File: config.mk
export PLATFORM = sky130hd
export DESIGN_NAME = axis_pattern_gen
export DESIGN_NICKNAME = d
export VERILOG_FILES = /design/src/rtl/axis_pattern_gen.sv
export SDC_FILE = /design/constraint.sdc
export NUM_CORES = 1
export LEC_CHECK = 0
export CAP_MARGIN = 20
export CORE_MARGIN = 3
export CORE_UTILIZATION = 60
export CTS_BUF_LIST = sky130_fd_sc_hd__clkbuf_2 sky130_fd_sc_hd__clkbuf_4 sky130_fd_sc_hd__clkbuf_8
export CTS_CLUSTER_DIAMETER = 80
export CTS_CLUSTER_SIZE = 20
export DETAILED_ROUTE_END_ITERATION = 7
export PLACE_DENSITY = 0.94
export SYNTH_ARGS = -nofsm -noshare
export SYNTH_HDL_FRONTEND = slang
export SYNTH_SLANG_ARGS = --single-unit
File: constraint.sdc
create_clock -name m_axis_clk -period 7.1 [get_ports m_axis_clk]
set_clock_uncertainty 0.1 [all_clocks]
set_input_delay 1.42 -clock m_axis_clk [delete_from_list [all_inputs] [get_ports m_axis_clk]]
set_output_delay 1.42 -clock m_axis_clk [all_outputs]
set_load 0.03 [all_outputs]
File: src/rtl/axis_pattern_gen.sv
// AXI-Stream master emitting bursts of incrementing-data packets with TLAST framing.
// All outputs are registered; the handshake only steers next-state logic.
//
// state | meaning
// IDLE  | waiting for start; inputs latched on start
// SEND  | tvalid high, beats presented until handshake
// GAP   | tvalid low for gap_cycles cycles between packets
// FIN   | one-cycle done pulse, then back to IDLE
module axis_pattern_gen #(
  parameter int DATA_WIDTH = 4,
  parameter int LEN_WIDTH  = 8,
  parameter int GAP_WIDTH  = 4
) (
  input  logic                  m_axis_clk,
  input  logic                  m_axis_rst_n,
  input  logic                  start,
  input  logic [DATA_WIDTH-1:0] seed,
  input  logic [LEN_WIDTH-1:0]  beat_count,
  input  logic [7:0]            pkt_count,
  input  logic [GAP_WIDTH-1:0]  gap_cycles,
  output logic                  busy,
  output logic                  done,
  output logic [15:0]           tx_beats,
  output logic                  m_axis_tvalid,
  input  logic                  m_axis_tready,
  output logic [DATA_WIDTH-1:0] m_axis_tdata,
  output logic                  m_axis_tlast
);

  typedef enum logic [1:0] {IDLE, SEND, GAP, FIN} state_t;

  state_t                state, state_nxt;
  logic [LEN_WIDTH-1:0]  beats_len, beats_len_nxt;
  logic [LEN_WIDTH-1:0]  beats_left, beats_left_nxt;
  logic [7:0]            pkts_left, pkts_left_nxt;
  logic [GAP_WIDTH-1:0]  gap_len, gap_len_nxt;
  logic [GAP_WIDTH-1:0]  gap_left, gap_left_nxt;
  logic                  busy_nxt, done_nxt, tvalid_nxt, tlast_nxt;
  logic [15:0]           tx_beats_nxt;
  logic [DATA_WIDTH-1:0] tdata_nxt;

  always_ff @(posedge m_axis_clk or negedge m_axis_rst_n) begin
    if (!m_axis_rst_n) begin
      state         <= IDLE;
      beats_len     <= '0;
      beats_left    <= '0;
      pkts_left     <= '0;
      gap_len       <= '0;
      gap_left      <= '0;
      busy          <= 1'b0;
      done          <= 1'b0;
      tx_beats      <= '0;
      m_axis_tvalid <= 1'b0;
      m_axis_tdata  <= '0;
      m_axis_tlast  <= 1'b0;
    end else begin
      state         <= state_nxt;
      beats_len     <= beats_len_nxt;
      beats_left    <= beats_left_nxt;
      pkts_left     <= pkts_left_nxt;
      gap_len       <= gap_len_nxt;
      gap_left      <= gap_left_nxt;
      busy          <= busy_nxt;
      done          <= done_nxt;
      tx_beats      <= tx_beats_nxt;
      m_axis_tvalid <= tvalid_nxt;
      m_axis_tdata  <= tdata_nxt;
      m_axis_tlast  <= tlast_nxt;
    end
  end

  always_comb begin
    state_nxt      = state;
    beats_len_nxt  = beats_len;
    beats_left_nxt = beats_left;
    pkts_left_nxt  = pkts_left;
    gap_len_nxt    = gap_len;
    gap_left_nxt   = gap_left;
    busy_nxt       = busy;
    done_nxt       = 1'b0;
    tx_beats_nxt   = tx_beats;
    tvalid_nxt     = m_axis_tvalid;
    tdata_nxt      = m_axis_tdata;
    tlast_nxt      = m_axis_tlast;

    case (state)
      IDLE: begin
        if (start) begin
          beats_len_nxt  = beat_count;
          beats_left_nxt = beat_count;
          pkts_left_nxt  = pkt_count;
          gap_len_nxt    = gap_cycles;
          tx_beats_nxt   = '0;
          if (beat_count == '0 || pkt_count == '0) begin
            // Empty run: skip straight to the done pulse, never look busy.
            state_nxt = FIN;
            done_nxt  = 1'b1;
          end else begin
            state_nxt  = SEND;
            busy_nxt   = 1'b1;
            tvalid_nxt = 1'b1;
            tdata_nxt  = seed;
            tlast_nxt  = (beat_count == LEN_WIDTH'(1));
          end
        end
      end

      SEND: begin
        if (m_axis_tready) begin
          tx_beats_nxt = tx_beats + 16'd1;
          tdata_nxt    = m_axis_tdata + DATA_WIDTH'(1);
          if (beats_left == LEN_WIDTH'(1)) begin
            beats_left_nxt = beats_len;
            pkts_left_nxt  = pkts_left - 8'd1;
            if (pkts_left == 8'd1) begin
              state_nxt  = FIN;
              tvalid_nxt = 1'b0;
              tlast_nxt  = 1'b0;
              busy_nxt   = 1'b0;
              done_nxt   = 1'b1;
            end else if (gap_len == '0) begin
              tlast_nxt = (beats_len == LEN_WIDTH'(1));
            end else begin
              state_nxt    = GAP;
              tvalid_nxt   = 1'b0;
              tlast_nxt    = 1'b0;
              gap_left_nxt = gap_len;
            end
          end else begin
            beats_left_nxt = beats_left - LEN_WIDTH'(1);
            tlast_nxt      = (beats_left == LEN_WIDTH'(2));
          end
        end
      end

      GAP: begin
        if (gap_left == GAP_WIDTH'(1)) begin
          state_nxt  = SEND;
          tvalid_nxt = 1'b1;
          tlast_nxt  = (beats_len == LEN_WIDTH'(1));
        end else begin
          gap_left_nxt = gap_left - GAP_WIDTH'(1);
        end
      end

      FIN: begin
        state_nxt = IDLE;
      end

      default: state_nxt = IDLE;
    endcase
  end

endmodule

==> run_results.csv <==
group,metric,value,unit
status,outcome,"complete, no violations",
critical_path,critical_path_arrival,3.90,ns
drt,wl_per_cell,17.3,um
clock_network,cts_root_buf,"clkbuf_8",
layout,layout_common_cells,"58 x dfrtp_1, 50 x clkdlybuf4s50_1, 30 x nor2_1",
sta,worstMarginPinSlew,0.801,ns
critical_path,rr_worst_depth,8,
drt,vias,3120,
synth,post_synth_num_cell_types,61,
sta,setup-tns-final,0,ns
synth,avgSynthCellArea,9.42,sq um
pwr,powerDensity,410,nW/um^2
drt,via_per_inst,6.45,
synth,synthFlopType,"dfrtp_1",
die,rows,26,
placement,port_buffers,51,
global_route,antenna_found_initial,0,
clock_network,tritoncts,"yes",
synth,syn_inst,358,
placement,placed_cells,468,
global_route,grt_pass1_vias,3034,
layout,mostFrequentLayoutCell,"dfrtp_1",
global_route,grt_use_total,27.9,%
clock_network,clock_latency,0.35,ns
clock_network,numCtsBuffers,9,
layout,antenna_cells,0,
sta,max_freq,265,MHz
drt,postRouteAntennaNets,0,
sta,max-slew-margin-rel,46.4,%
critical_path,reg2reg_to,"beats_left[4]$_DFFE_PN0P_",
critical_path,cp-end-kind,"flip-flop",
hold_path,hold_class,"flip-flop to flip-flop",
clock_network,ctsResizeCount,0,
clock_network,clkTransAtPathRegs,0.06,ns
layout,area_growth,22.7,%
pwr,leakage,1.70,nW
sta,hold_viol_final,0,
layout,num-nets-final,451,
sta,rsz0062_at_grt,"no",
drt,wl,8350,um
die,initial_utilization,64.0,%
critical_path,start_kind,"input pin",
clock_network,postCtsHoldBufs,0,
clock_network,post_cts_buffers,0,
synth,synth_edf_count,0,
drt,drc,0,
synth,async_flop_share,100,%
drt,first_pass_iters,4,
synth,synth_top_area_share,43.0,%
synth,synth-warning-count,0,
clock_network,htree_levels,3,
global_route,grt_max_degree,59,
layout,multi_input_area,1790,sq um
synth,ys_seq_area_share,43.0,%
layout,layout.cells.non_filler,484,
layout,fillers,354,
critical_path,crit_path_max_fanout,14,
synth,ys_ff_latch,58,
critical_path,cp-startpoint,"m_axis_tready",
drt,drt_iter0_markers,264,
global_route,grt_pass1_wl,14000,um
layout,regArea,1450,sq um
placement,dp_hpwl,5810,um
job,maxCapViolCount,0,
die,die_y,81.0,um
synth,synth_area_leaders,"dfrtp_1 43%, ha_1 5.2%, mux2_2 4.3%, o21ai_0 4.3%, nor2_1 3.3%",
synth,syn_nets,400,
critical_path,crit_end,"beats_left[4]$_DFFE_PN0P_",
sta,slew_viol_final,0,
global_route,grt_remaining_overflow,0,
critical_path,critPathRequiredTime,7.23,ns
sta,setup_viol_count_final,0,
layout,drive_gt1_share,10.9,%
clock_network,cts_sinks,58,
placement,routabilityCongestion,0.861,
critical_path,r2r_start,"state[1]$_DFFE_PN0P_",
die,core-area,5270,sq um
critical_path,r2r_setup_slack,3.56,ns
sta,fin_crit,3.77,ns
die,die_area,6560,sq um
synth,syn_area,3370,sq um
die,ios,52,
pwr,max-vdd-ir-drop,0.259,mV
synth,synth_top_area_cell,"dfrtp_1",
sta,fin_crit_sh,53.1,%
die,dieWidth,81.0,um
clock_network,clock_path_buffers,2,
critical_path,path_class,"input pin to flip-flop",
[cells by family after synthesis]
family	synth area share (%)
simple gates	20.5
fa+ha+maj	5.19
flops	43.0
mux	5.53
xor+xnor	3.12
buf+inv	3.86
compound gates	18.7
[synthesized netlist by cell type, types with 2 or more instances]
library cell	instances
o31ai_1	5
nor4b_1	2
or3_1	7
xnor2_1	6
clkbuf_1	9
a21oi_1	19
nor3b_1	3
mux2_2	13
a211oi_1	4
dfrtp_1	58
and2_1	2
nor2_1	30
o22ai_1	7
o21ai_0	29
o41ai_1	2
a221o_1	2
a21o_1	3
or2_2	3
buf_2	2
nor3_1	7
nand2b_1	3
a211o_1	2
a31oi_1	8
inv_1	16
ha_1	14
nor4_1	10
or4_1	6
nand3_1	11
nand2_1	24
nor4_2	2
xor2_1	6
nor3_2	3
o211ai_1	2
mux2i_1	4
and3_1	2
nand4_1	5
a221oi_1	2
o2111ai_1	2
[how the worst min path moves through the flow]
stage	start	endpoint	slack, ns	depth (start not counted)
floorplan	gap_len[0]$_DFFE_PN0P_	gap_len[0]$_DFFE_PN0P_	0.39	1
global placement	m_axis_tvalid$_DFFE_PN0P_	m_axis_tvalid$_DFFE_PN0P_	0.40	2
detailed placement	busy$_DFFE_PN0P_	busy$_DFFE_PN0P_	0.41	2
CTS	busy$_DFFE_PN0P_	busy$_DFFE_PN0P_	0.42	2
global route	busy$_DFFE_PN0P_	busy$_DFFE_PN0P_	0.44	2
finish	busy$_DFFE_PN0P_	busy$_DFFE_PN0P_	0.41	2
[routing by layer]
layer / GRT usage [%] / up-vias / wire length, um / part of all wire [%]
li1: - / 1440 / - / -
met1: 35.2 / 1532 / 3540 / 42
met2: 44.6 / 129 / 4090 / 49
met3: 7.87 / 19 / 549 / 6.6
met4: 12.8 / 0 / 175 / 2.1
met5: 0 / - / 0 / 0
[power by group]
| part | total, W | internal [W] | switching (W) |
|---|---|---|---|
| Sequential | 0.000583 | 0.000453 | 0.000130 |
| Clock | 0.000336 | 0.000204 | 0.000132 |
| Combinational | 0.000780 | 0.000320 | 0.000460 |
[critical path, stage by stage]
cell and delay (ns):
clkdlybuf4s50_1 0.59, and2b_4 0.25, nor2_1 0.63, o21ai_1 0.49, o311a_1 0.26, a211o_1 0.26
[through the flow]
step                      cell area (sq um)  hold WS [ns]  power, W  utilization, %  worst slack, ns
after floorplan                        3370         0.389   0.00112               -             4.17
after global placement                 3920         0.402   0.00131            74.4             3.15
after detailed placement               3920         0.405   0.00134            74.4             3.08
after CTS                              4140         0.420   0.00169            78.5             3.42
after global routing                   4140         0.445   0.00181            78.5             3.16
final                                  4140         0.415   0.00170            78.5             3.33
[registers in the layout, indices dropped and copies added (netlist names), 2 cells and up]
signal,cells
gap_len,4
beats_left,8
state,2
m_axis_tdata,4
gap_left,4
pkts_left,8
tx_beats,16
beats_len,8
[final cells by class]
cell class	instances	share of cell area (%)
clock buffer	10	3.33
clock inverter	6	1.93
inverter	17	1.54
multi-input combinational	269	43.3
sequential	58	35.1
tap	70	2.12
timing repair buffer	54	12.8
Note: power is estimated with default switching activity, not from simulation.
